File: src/rtl/divide_share_arbiter.sv
// divide_share_arbiter: time-shares one combinational 16-bit divider between
// NUM_REQ requesters using round-robin arbitration. The chosen operands are
// registered onto the divider, held SETTLE_CYCLES, then Q is returned tagged
// with the requester ID over a valid/ready response channel.
// Optional build macro: DIV_ZERO_CHECK_EN (zero divisor answered immediately
// with resp_q=0 and resp_err=1, skipping the settle wait).
module divide_share_arbiter #(
  parameter int NUM_REQ       = 4,
  parameter int ID_W          = 2,
  parameter int SETTLE_CYCLES = 2
) (
  input  logic                      clk,
  input  logic                      rst,
  input  logic [NUM_REQ-1:0]        req_valid,
  output logic [NUM_REQ-1:0]        req_ready,
  input  logic [16*NUM_REQ-1:0]     req_n,
  input  logic [16*NUM_REQ-1:0]     req_d,
  output logic                      resp_valid,
  input  logic                      resp_ready,
  output logic signed [15:0]        resp_q,
  output logic [ID_W-1:0]           resp_id,
  output logic                      resp_err,
  output logic signed [15:0]        div_n,
  output logic signed [15:0]        div_d,
  input  logic signed [15:0]        div_q
);

  localparam int CNT_W = (SETTLE_CYCLES > 1) ? $clog2(SETTLE_CYCLES) : 1;
  localparam logic [CNT_W-1:0] CNT_INIT = CNT_W'(SETTLE_CYCLES - 1);

  typedef enum logic [1:0] {
    S_IDLE = 2'd0,
    S_EVAL = 2'd1,
    S_RESP = 2'd2
  } state_t;

  state_t                 r_state;
  logic [ID_W-1:0]        r_rr_ptr;
  logic [ID_W-1:0]        r_id;
  logic [CNT_W-1:0]       r_cnt;
  logic                   r_resp_valid;
  logic signed [15:0]     r_resp_q;
  logic [ID_W-1:0]        r_resp_id;
  logic signed [15:0]     r_div_n;
  logic signed [15:0]     r_div_d;
`ifdef DIV_ZERO_CHECK_EN
  logic                   r_zero;
  logic                   r_resp_err;
`endif

  logic signed [15:0]     w_n_arr [NUM_REQ];
  logic signed [15:0]     w_d_arr [NUM_REQ];
  logic [ID_W-1:0]        w_scan;
  logic [ID_W-1:0]        w_gnt;
  logic                   w_any;
  logic signed [15:0]     w_sel_n;
  logic signed [15:0]     w_sel_d;

  // Unpack the flat operand buses into per-requester words
  always_comb begin
    for (int i = 0; i < NUM_REQ; i++) begin
      w_n_arr[i] = req_n[16*i +: 16];
      w_d_arr[i] = req_d[16*i +: 16];
    end
  end

  // Round-robin scan starting just after the last winner
  always_comb begin
    w_gnt  = r_rr_ptr;
    w_any  = 1'b0;
    w_scan = '0;
    for (int k = 1; k <= NUM_REQ; k++) begin
      w_scan = ID_W'((int'(r_rr_ptr) + k) % NUM_REQ);
      if (!w_any && req_valid[w_scan]) begin
        w_any = 1'b1;
        w_gnt = w_scan;
      end
    end
  end

  assign w_sel_n = w_n_arr[w_gnt];
  assign w_sel_d = w_d_arr[w_gnt];

  // Offer the grant only while idle and out of reset
  always_comb begin
    req_ready = '0;
    if (r_state == S_IDLE && !rst && w_any) req_ready[w_gnt] = 1'b1;
  end

  // Control FSM: accept, settle countdown, response handshake
  always_ff @(posedge clk) begin
    if (rst) begin
      r_state      <= S_IDLE;
      r_rr_ptr     <= ID_W'(NUM_REQ - 1);
      r_id         <= '0;
      r_cnt        <= '0;
      r_resp_valid <= 1'b0;
      r_resp_q     <= '0;
      r_resp_id    <= '0;
      r_div_n      <= '0;
      r_div_d      <= 16'sd1;
`ifdef DIV_ZERO_CHECK_EN
      r_zero       <= 1'b0;
      r_resp_err   <= 1'b0;
`endif
    end else begin
      case (r_state)
        S_IDLE: begin
          if (w_any) begin
            r_div_n  <= w_sel_n;
            r_div_d  <= w_sel_d;
            r_id     <= w_gnt;
            r_rr_ptr <= w_gnt;
            r_state  <= S_EVAL;
`ifdef DIV_ZERO_CHECK_EN
            // A zero divisor needs no settle time: answer on the next edge
            if (w_sel_d == 16'sd0) begin
              r_cnt  <= '0;
              r_zero <= 1'b1;
            end else begin
              r_cnt  <= CNT_INIT;
              r_zero <= 1'b0;
            end
`else
            r_cnt    <= CNT_INIT;
`endif
          end
        end
        S_EVAL: begin
          if (r_cnt != '0) begin
            r_cnt <= r_cnt - 1'b1;
          end else begin
            r_resp_valid <= 1'b1;
            r_resp_id    <= r_id;
            r_state      <= S_RESP;
`ifdef DIV_ZERO_CHECK_EN
            if (r_zero) begin
              r_resp_q   <= '0;
              r_resp_err <= 1'b1;
            end else begin
              r_resp_q   <= div_q;
              r_resp_err <= 1'b0;
            end
`else
            r_resp_q     <= div_q;
`endif
          end
        end
        S_RESP: begin
          if (resp_ready) begin
            r_resp_valid <= 1'b0;
            r_state      <= S_IDLE;
          end
        end
        default: r_state <= S_IDLE;
      endcase
    end
  end

  assign resp_valid = r_resp_valid;
  assign resp_q     = r_resp_q;
  assign resp_id    = r_resp_id;
  assign div_n      = r_div_n;
  assign div_d      = r_div_d;
`ifdef DIV_ZERO_CHECK_EN
  assign resp_err   = r_resp_err;
`else
  assign resp_err   = 1'b0;
`endif

endmodule

File: config.mk
export PLATFORM = sky130hd
export DESIGN_NAME = divide_share_arbiter
export DESIGN_NICKNAME = d
export VERILOG_FILES = /design/src/rtl/divide_share_arbiter.sv
export SDC_FILE = /design/constraint.sdc
export NUM_CORES = 1
export LEC_CHECK = 0
export BUFFER_PORTS_ARGS = -buffer_cell sky130_fd_sc_hd__buf_2
export CORE_ASPECT_RATIO = 1.25
export CORE_MARGIN = 5
export CORE_UTILIZATION = 44
export DETAILED_ROUTE_END_ITERATION = 6
export PLACE_DENSITY = 0.81
export SYNTH_ARGS = -nofsm -noshare
export SYNTH_HDL_FRONTEND = slang
export SYNTH_SLANG_ARGS = --single-unit
File: constraint.sdc
create_clock -name clk -period 2.5 [get_ports clk]
set_input_delay 0.375 -clock clk [delete_from_list [all_inputs] [get_ports clk]]
set_output_delay 0.375 -clock clk [all_outputs]
set_load 0.01 [all_outputs]
==> flow_summary.yaml, run 1 <==
die:
  fp.dieW_microns: 90.1
  fp.dieArea_sq_mm: 0.00991
  initial_core_util: 0.452
  core_region_area_sq_mm: 0.00779
  num_io_pins: 207
  dieHeight_microns: 110
  row_count: 36
clock_network:
  cts.htree.levels: 3
  clock_latency_ns: 0.32
  cts_buffer_depth: 2
  cts_buffers: 9
  clk_root_buffer_cell: "clkbuf_8"
  cts_tree: "done"
  hold_buffers: 0
  clkTransAtPathRegs_ns: 0.07
  clock-sinks: 58
global_route:
  grt_pass1_vias: 3923
  overflow: 0
  grt_max_degree: 33
  grtUsageTotal: 0.244
  antenna_found_initial: 0
  grt_pass1_wl_mm: 19.7
place:
  place.port_buffers: 205
  dpl.hpwl_mm: 9.19
  gp_congestion: 0.884
  placed_cell_area_sq_mm: 0.00460
  dpl.cell_count: 672
sta:
  worstMarginPinSlew_ns: 0.895
  final_hold_viol_count: 0
  rsz0062_at_grt: "no"
  slew_headroom: 0.400
  finalSetupTns_ns: 0
  fin_crit_sh: 0.935
  skew_ns: 0.00640
  final-setup-viol-count: 0
  slew_violations: 0
  fin_crit_ns: 2.34
  fmax_mhz: 428
worst_setup_path:
  path_cells: "and3b_1, o31ai_4, nand2_2, or2_2, nor2_1, buf_2"
  path_max_fanout: 6
  r2r_slack_ns: 0.35
  arrival_ns: 1.96
  path_class: "reg2out"
  crit_required_ns: 2.12
  cpMaxStageDelayCell: "dfxtp_2"
  cp_top_family: "simple AND/OR/NAND/NOR gates"
  critPathMaxStageDelay_ns: 0.39
  crit_buf_inv: 1
  endpoint_kind: "output port"
  startpoint_type: "flip-flop"
layout:
  drive_above_1_share: 0.525
  syn_to_final_growth_pct: 37.9
  finalNetCount: 743
  postLayoutCoreUtil: 0.624
  final_cell_count_no_fill: 691
  n_antenna_cell: 0
  design_area_sq_mm: 0.00486
power_and_ir_drop:
  leakage_nw: 2.44
  clock_power_share: 0.293
  vdd_drop_max_mv: 0.379
  switchingPower_mw: 1.09
  seqPwrFrac: 0.351
  swShare: 0.329
  combPwrFrac: 0.356
  power_mw: 3.32
  p_int_mw: 2.23
  cellPowerDensity_mw_per_mm2: 682
synthesis:
  synthFlopType: "dfxtp_1"
  syn-num-nets: 551
  yosysWarnings: 0
  yosys.area.top_type_share: 0.329
  synthCells: 400
  synth-edff-count: 0
  synth.area.top_cells: "dfxtp_1, o211ai_2, mux2i_1"
  yosysMostFrequentCell: "nand2_1"
  ys_ff_latch: 58
  synth_top_area_cell: "dfxtp_1"
  yosys-top-cells-count: "nand2_1, dfxtp_1, mux2i_1, nand4_1, o31ai_1"
  ys_seq_area_frac: 0.329
  syn_area_sq_mm: 0.00353
  ys_types: 36
  syn-mean-instance-area_sq_um: 8.81
  synthArstFlopShare: 0
hold_path:
  min_path_type: "in2reg"
routing:
  drt_iter0_drc: 187
  post_drt_wl_per_cell_microns: 18.2
  antenna_left: 0
  viasPerCell: 5.64
  drc: 0
  routed_wl_mm: 12.6
  num_vias: 3899
  drtPass1Iterations: 4
run_status:
  status: "completed"
run:
  max_cap_viol_count: 0
## state kept, by name, indices dropped and copies added, names as in the netlist
signal	flops
r_rr_ptr	2
resp_id	2
r_id	2
resp_q	16
div_d	16
r_state	2
resp_valid	1
r_cnt	1
div_n	16
## cell usage in the layout, fill, tap and decap left out, types with 16 or more instances in the layout
| cell type | synthesis | final |
|---|---|---|
| a21oi_1 | 24 | 24 |
| o31ai_1 | 32 | 32 |
| nand4_1 | 32 | 32 |
| mux2i_1 | 32 | 32 |
| nand2_1 | 72 | 72 |
| buf_4 | 4 | 16 |
| o211ai_2 | 28 | 28 |
| a21bo_2 | 31 | 31 |
| dfxtp_1 | 58 | 56 |
| buf_2 | 6 | 205 |
## final cells by class
class	instances	area, sq um
Timing Repair Buffer	223	1190
Fill cell	675	2930
Clock inverter	4	75.1
Multi-Input combinational cell	300	2170
Tap cell	95	119
Sequential cell	58	1160
Clock buffer	11	151
## per-layer routing
metal / share of wire / routed length (microns) / track usage
met5: 0 / 0 / 0
met2: 0.51 / 6420 / 0.426
met4: 0.019 / 235 / 0.0745
met1: 0.37 / 4710 / 0.279
met3: 0.096 / 1210 / 0.0930
## worst register-to-register path, stage by stage (launching register included)
cell      delay (ns)
dfxtp_2         0.42
and3b_1         0.26
o31ai_4         0.12
buf_4           0.16
nor3_2          0.74
a21bo_2         0.32
o211ai_2        0.05
## per-stage QoR
stage	hold WS (ns)	setup slack, ns
2_1_floorplan	0.426	0.511
4_1_cts	0.267	0.0235
3_5_place_dp	0.445	0.0135
3_3_place_gp	0.439	0.0320
6_report	0.294	0.162
5_1_grt	0.268	0.0259
## cells by family (layout without fill, tap and decap cells)
kind of cell / Yosys count / in the layout / synth area share
multiplexers: 32 / 32 / 0.0908
AO/OA/AOI/OAI: 129 / 129 / 0.323
AND/OR/NAND/NOR: 137 / 138 / 0.193
flip-flops: 58 / 58 / 0.329
buffers and inverters: 43 / 238 / 0.0628
other: 1 / 1 / 0.00106
## power groups by stage
| stage | sequential [mW] | clock (mW) | combinational, mW |
|---|---|---|---|
| 6_report | 1.16 | 0.973 | 1.18 |
| 3_3_place_gp | 1.17 | 0 | 1.13 |
| 3_5_place_dp | 1.18 | 0 | 1.16 |
| 4_1_cts | 1.16 | 1.00 | 1.18 |
| 5_1_grt | 1.18 | 1.05 | 1.29 |
| 2_1_floorplan | 1.23 | 0 | 0.679 |
## timing repair
item / in CTS / in global routing
setup buffers: 1 / 2
pin swaps: 2 / 1
gates cloned: 1 / 0
endpoints found under the setup margin: 2 / 2
resized for setup: 0 / 2
## final timing paths
kind / start / to / cells after the start
hold reg to reg: resp_q[13]$_SDFFE_PP0P_ / resp_q[13]$_SDFFE_PP0P_ / 2
hold / removal: div_q[5] / resp_q[5]$_SDFFE_PP0P_ / 3
setup / recovery: r_rr_ptr[0]$_SDFFE_PP1P_ / req_ready[1] / 6
setup reg to reg: r_rr_ptr[1]$_SDFFE_PP1P_ / div_d[1]$_SDFFE_PP0P_ / 6
No activity file was read; power rests on OpenSTA's default activity.
==> run 2, diff against run 1 <==
--- a/config.mk
+++ b/config.mk
@@ -10,6 +10,7 @@
 export CORE_MARGIN = 5
 export CORE_UTILIZATION = 44
 export DETAILED_ROUTE_END_ITERATION = 6
+export GPL_ROUTABILITY_DRIVEN = 0
 export PLACE_DENSITY = 0.81
 export SYNTH_ARGS = -nofsm -noshare
 export SYNTH_HDL_FRONTEND = slang
==> constraint.sdc (replaced) <==
create_clock -name clk -period 2.5 [get_ports clk]
set_input_delay 0.375 -clock clk [delete_from_list [all_inputs] [get_ports clk]]
set_output_delay 0.375 -clock clk [all_outputs]
set_load 0.1 [all_outputs]
==> run 2 against run 1 <==
  * Critical path type unchanged
  * Critical path depth fell by 1
  * Utilization is 0.43 points lower
  * Clock skew about the same
==> flow_summary.yaml, run 2 (synthesis gave the netlist of run 1 again) <==
run_status:
  status: "completed"
die:
  core_region_area_sq_mm: 0.00779
  fp.dieArea_sq_mm: 0.00991
  initial_core_util: 0.452
  fp.dieW_microns: 90.1
  dieHeight_microns: 110
  row_count: 36
  num_io_pins: 207
global_route:
  grt_pass1_wl_mm: 19.0
  met1_usage: 0.255
  grt_use_met2: 0.417
  grtUsageMet3: 0.0815
  grt_pass1_vias: 3944
  overflow: 0
  antenna_found_initial: 0
  top_usage_layer: "met2"
  grt_max_degree: 33
  grtUsageTotal: 0.234
clock_network:
  clk_root_buffer_cell: "clkbuf_8"
  cts_buffer_depth: 2
  clkTransAtPathRegs_ns: 0.06
  clock_latency_ns: 0.32
  cts_buffers: 9
  cts_tree: "done"
  clock-sinks: 58
  cts.htree.levels: 3
sta:
  skew_ns: 0.00607
  fin_crit_ns: 2.35
  slew_headroom: 0.524
  final_hold_viol_count: 0
  slew_violations: 0
  fin_crit_sh: 0.941
  final-setup-viol-count: 0
  timing.hold.ws_ns: 0.286
  worstMarginPinSlew_ns: 0.715
  rsz0062_at_grt: "no"
  fmax_mhz: 425
layout:
  fillerInstances: 699
  regArea_sq_mm: 0.00116
  drive_above_1_share: 0.524
  final_common_cell: "buf_2"
  finalNetCount: 740
  n_antenna_cell: 0
  multi_input_area_sq_mm: 0.00218
  syn_to_final_growth_pct: 36.9
  final_cell_mix: "buf_2, nand2_1, dfxtp_1"
routing:
  num_vias: 3865
  drt_iter0_drc: 114
  viasPerCell: 5.62
  routed_wl_mm: 12.1
  drc: 0
  post_drt_wl_per_cell_microns: 17.6
  drtPass1Iterations: 5
  antenna_left: 0
power_and_ir_drop:
  leakage_nw: 2.42
  cellPowerDensity_mw_per_mm2: 838
  swShare: 0.503
  seqPwrFrac: 0.290
  power_mw: 4.05
  clock_power_share: 0.188
  combPwrFrac: 0.522
  p_int_mw: 2.01
  vdd_drop_max_mv: 0.645
  switchingPower_mw: 2.03
worst_setup_path:
  path_max_fanout: 9
  crit_required_ns: 2.12
  endpoint_kind: "output port"
  path_class: "reg2out"
  startpoint_type: "flip-flop"
  arrival_ns: 1.98
hold_path:
  min_path_type: "in2reg"
run:
  max_cap_viol_count: 0
place:
  place.port_buffers: 205
  dpl.hpwl_mm: 8.94
==> run 2: metrics by stage <==
step | TNS (ns) | cells | setup WS (ns) | instance area, sq um | utilization
2_1_floorplan | -0.226 | 400 | -0.113 | 3530 | -
3_3_place_gp | 0 | 671 | 0.320 | 4630 | 0.595
3_5_place_dp | 0 | 671 | 0.278 | 4630 | 0.595
4_1_cts | 0 | 686 | 0.0391 | 4810 | 0.617
5_1_grt | 0 | 688 | 0.0429 | 4830 | 0.620
6_report | 0 | 688 | 0.147 | 4830 | 0.620
==> run 2: path summary, 6_finish.rpt <==
kind | from | to | cells past startpoint | slack [ns]
max | r_state[0]$_SDFFE_PP0P_ | req_ready[0] | 5 | 0.15
min | div_q[4] | resp_q[4]$_SDFFE_PP0P_ | 3 | 0.29
max reg2reg | r_rr_ptr[1]$_SDFFE_PP1P_ | div_d[10]$_SDFFE_PP0P_ | 6 | 0.45
min reg2reg | resp_q[2]$_SDFFE_PP0P_ | resp_q[2]$_SDFFE_PP0P_ | 2 | 0.46
==> run 2: what timing repair did <==
action,4_1_cts,5_1_grt
buffers inserted,0,2
resized for setup,2,2
setup endpoints to repair,2,3
pin swaps,0,1
hold buffers,0,0
==> run 2: worst max-delay path, stage by stage, from the launching register on <==
cell	delay, ns
dfxtp_1	0.38
nor3_1	0.51
nand2_2	0.10
or2_2	0.34
nor2_2	0.14
buf_12	0.19
==> run 2: metal layers <==
metal,vias to the layer above,share of wire,wire length (microns)
met5,-,0,0
met4,0,0.018,223
met3,16,0.083,1010
met2,160,0.53,6420
met1,1837,0.37,4490
li1,1852,-,-
==> run 2: power by group through the flow <==
stage / logic (mW) / clock network (mW) / registers (mW)
4_1_cts: 2.11 / 0.796 / 1.17
2_1_floorplan: 0.731 / 0 / 2.13
6_report: 2.12 / 0.760 / 1.17
3_3_place_gp: 2.07 / 0 / 1.18
5_1_grt: 2.22 / 0.828 / 1.19
3_5_place_dp: 2.10 / 0 / 1.19
==> run 2: final cells by class <==
| type | count | share of cell area |
|---|---|---|
| clock buffers | 12 | 0.0321 |
| flip-flops and latches | 58 | 0.241 |
| repair buffers | 221 | 0.247 |
| well taps | 95 | 0.0246 |
| clock inverters | 3 | 0.00311 |
| multi-input cells | 299 | 0.452 |
==> run 3, diff against run 2 <==
==> constraint.sdc (replaced) <==
create_clock -name clk -period 2.7 [get_ports clk]
set_input_delay 0 -clock clk [delete_from_list [all_inputs] [get_ports clk]]
set_output_delay 0 -clock clk [all_outputs]
set_load 0.05 [all_outputs]
==> run 3 against run 2 <==
  * The run now ends with hold timing left
  * Wire length increased by 19%
  * Total power is 13% lower
  * Cell count grew 11%
  * Die area unchanged
  * Combinational power decreased by 24%
  * Non-clock buffer count grew 75
  * Count of clock-buffer cells in the layout did not move
  * Clock power rose by 8.3%
  * Final area grew 15%
  * Via count rose by 14%
  * Critical path depth grew 2
  * Utilization is 9.3 points higher
  * Critical endpoint is now div_d[4]$_SDFFE_PP0P_
  * Largest power group unchanged
==> flow_summary.yaml, run 3 (synthesis gave the netlist of run 1 again) <==
die:
  initial_core_util: 0.452
  row_count: 36
  fp.dieArea_sq_mm: 0.00991
  dieHeight_microns: 110
  fp.dieW_microns: 90.1
  num_io_pins: 207
  core_region_area_sq_mm: 0.00779
place:
  dpl.hpwl_mm: 9.04
  place.port_buffers: 205
  placed_cell_area_sq_mm: 0.00455
power_and_ir_drop:
  switchingPower_mw: 1.45
  seqPwrFrac: 0.309
  swShare: 0.412
  p_int_mw: 2.07
  vdd_drop_max_mv: 0.359
  clock_power_share: 0.233
  leakage_nw: 2.72
  combPwrFrac: 0.457
  cellPowerDensity_mw_per_mm2: 635
clock_network:
  clk_root_buffer_cell: "clkbuf_8"
  post-cts-setup-buffers: 0
  cts_buffer_depth: 2
  clock-sinks: 58
  cts_tree: "done"
  cts.htree.levels: 3
  clkTransAtPathRegs_ns: 0.07
  cts_buffers: 9
  clock_latency_ns: 0.33
run_status:
  violations: "hold timing"
  status: "finished, violations left"
layout:
  finalNetCount: 815
  n_antenna_cell: 0
  final_common_cell: "buf_2"
  drive_above_1_share: 0.454
  final_cell_mix: "buf_2, dlygate4sd3_1, nand2_1"
  fillerInstances: 571
  design_area_sq_mm: 0.00555
  syn_to_final_growth_pct: 57.5
sta:
  final_hold_viol_count: 1
  slew_headroom: 0.479
  finalSetupTns_ns: 0
  final-setup-viol-count: 0
  fin_crit_ns: 2.48
  fmax_mhz: 402
  skew_ns: 0.0115
  worstMarginPinSlew_ns: 0.782
  timing.hold.ws_ns: -0.00135
  fin_crit_sh: 0.920
  slew_violations: 0
  rsz0062_at_grt: "no"
routing:
  num_vias: 4410
  post_drt_wl_per_cell_microns: 18.9
  viasPerCell: 5.77
  drtPass1Iterations: 5
  drt_iter0_drc: 311
  antenna_left: 0
  routed_wl_mm: 14.4
  drc: 0
hold_path:
  min_path_type: "in2reg"
  min_path_cells: 3
  hold_start: "req_n[5]"
  min_to: "div_n[5]$_SDFFE_PP0P_"
global_route:
  antenna_found_initial: 0
  grt_pass1_vias: 4617
  grtUsageTotal: 0.288
  overflow: 0
  grt_max_degree: 34
  grt_pass1_wl_mm: 23.2
worst_setup_path:
  path_class: "reg2reg"
  critPathMaxStageDelay_ns: 0.60
  crit_required_ns: 2.89
  cpMaxStageDelayCell: "dlygate4sd3_1"
  r2r_slack_ns: 0.22
  endpoint_kind: "flip-flop"
  r2r-end: "div_d[4]$_SDFFE_PP0P_"
  arrival_ns: 2.67
  path_cells: "nand2b_1, a21oi_2, nor3_2, buf_6, mux2i_1, dlygate4sd3_1, o211ai_2"
  rr_startpoint: "r_rr_ptr[1]$_SDFFE_PP1P_"
  startpoint_type: "flip-flop"
  path_max_fanout: 25
  reg2regPathDepth: 7
run:
  max_cap_viol_count: 0
==> run 3: cell types whose count changed in the layout (fill, tap and decap cells not counted), moves of 2 or more <==
cell           previous run  this run
buf_4                    16        11
clkinvlp_4                0         2
nor2_1                    7         9
clkinv_2                  3         1
dfxtp_2                   2         0
buf_2                   201       205
dlygate4sd3_1             0        79
a21oi_2                   0         2
dfxtp_1                  56        58
buf_12                    3         0
a21oi_4                   2         0
==> run 3: final cells by class <==
type                    count  area [sq um]  share of cell area
flip-flops and latches     58          1160               0.209
well taps                  95           119              0.0214
repair buffers            296          1910               0.344
clock buffers              12           155              0.0279
clock inverters             4          50.0             0.00901
multi-input cells         299          2160               0.388
==> run 3: what timing repair did <==
action,in CTS,in global routing
resized for setup,0,1
endpoints found under the hold margin,50,0
hold buffers,79,0
endpoints found under the setup margin,0,1
==> run 3: worst max-delay path, delay by kind of cell, from the launching register on <==
kind | cells | cell delay, ns
flops | 1 | 0.53
buf+inv | 2 | 0.93
mux | 1 | 0.27
simple gates | 2 | 0.41
compound gates | 2 | 0.18
==> run 3: how the worst max path moves through the flow <==
stage	endpoint	slack, ns	cells past startpoint	from
floorplan	req_ready[0]	0.60	8	r_rr_ptr[1]$_SDFFE_PP1P_
global placement	div_n[3]$_SDFFE_PP0P_	0.59	6	r_rr_ptr[1]$_SDFFE_PP1P_
detailed placement	div_n[3]$_SDFFE_PP0P_	0.52	6	r_rr_ptr[1]$_SDFFE_PP1P_
CTS	div_n[3]$_SDFFE_PP0P_	0.21	7	r_rr_ptr[1]$_SDFFE_PP1P_
global route	div_d[4]$_SDFFE_PP0P_	0.09	7	r_rr_ptr[1]$_SDFFE_PP1P_
finish	div_d[4]$_SDFFE_PP0P_	0.22	7	r_rr_ptr[1]$_SDFFE_PP1P_
==> run 3: routing by layer <==
metal	up-vias	global-route usage	part of all wire
met5	-	0	0
met4	0	0.133	0.037
met1	2042	0.308	0.36
li1	2005	-	-
met3	50	0.0889	0.11
met2	313	0.520	0.49
==> run 3: per-stage QoR <==
stage / hold WS (ns) / power [mW] / util / setup slack (ns) / std cells
2_1_floorplan: 0.136 / 2.16 / - / 0.599 / 400
3_3_place_gp: 0.241 / 2.50 / 0.584 / 0.594 / 669
3_5_place_dp: 0.245 / 2.53 / 0.584 / 0.519 / 669
4_1_cts: 0.00247 / 3.51 / 0.712 / 0.214 / 764
5_1_grt: 0.0163 / 3.70 / 0.713 / 0.0878 / 764
6_report: -0.00135 / 3.53 / 0.713 / 0.215 / 764
==> run 3: power by group through the flow <==
stage | Combinational, mW | Clock [mW] | Sequential (mW)
after floorplan | 0.649 | 0 | 1.51
after global placement | 1.40 | 0 | 1.10
after detailed placement | 1.43 | 0 | 1.10
after CTS | 1.58 | 0.842 | 1.09
after global routing | 1.71 | 0.884 | 1.11
final | 1.61 | 0.823 | 1.09
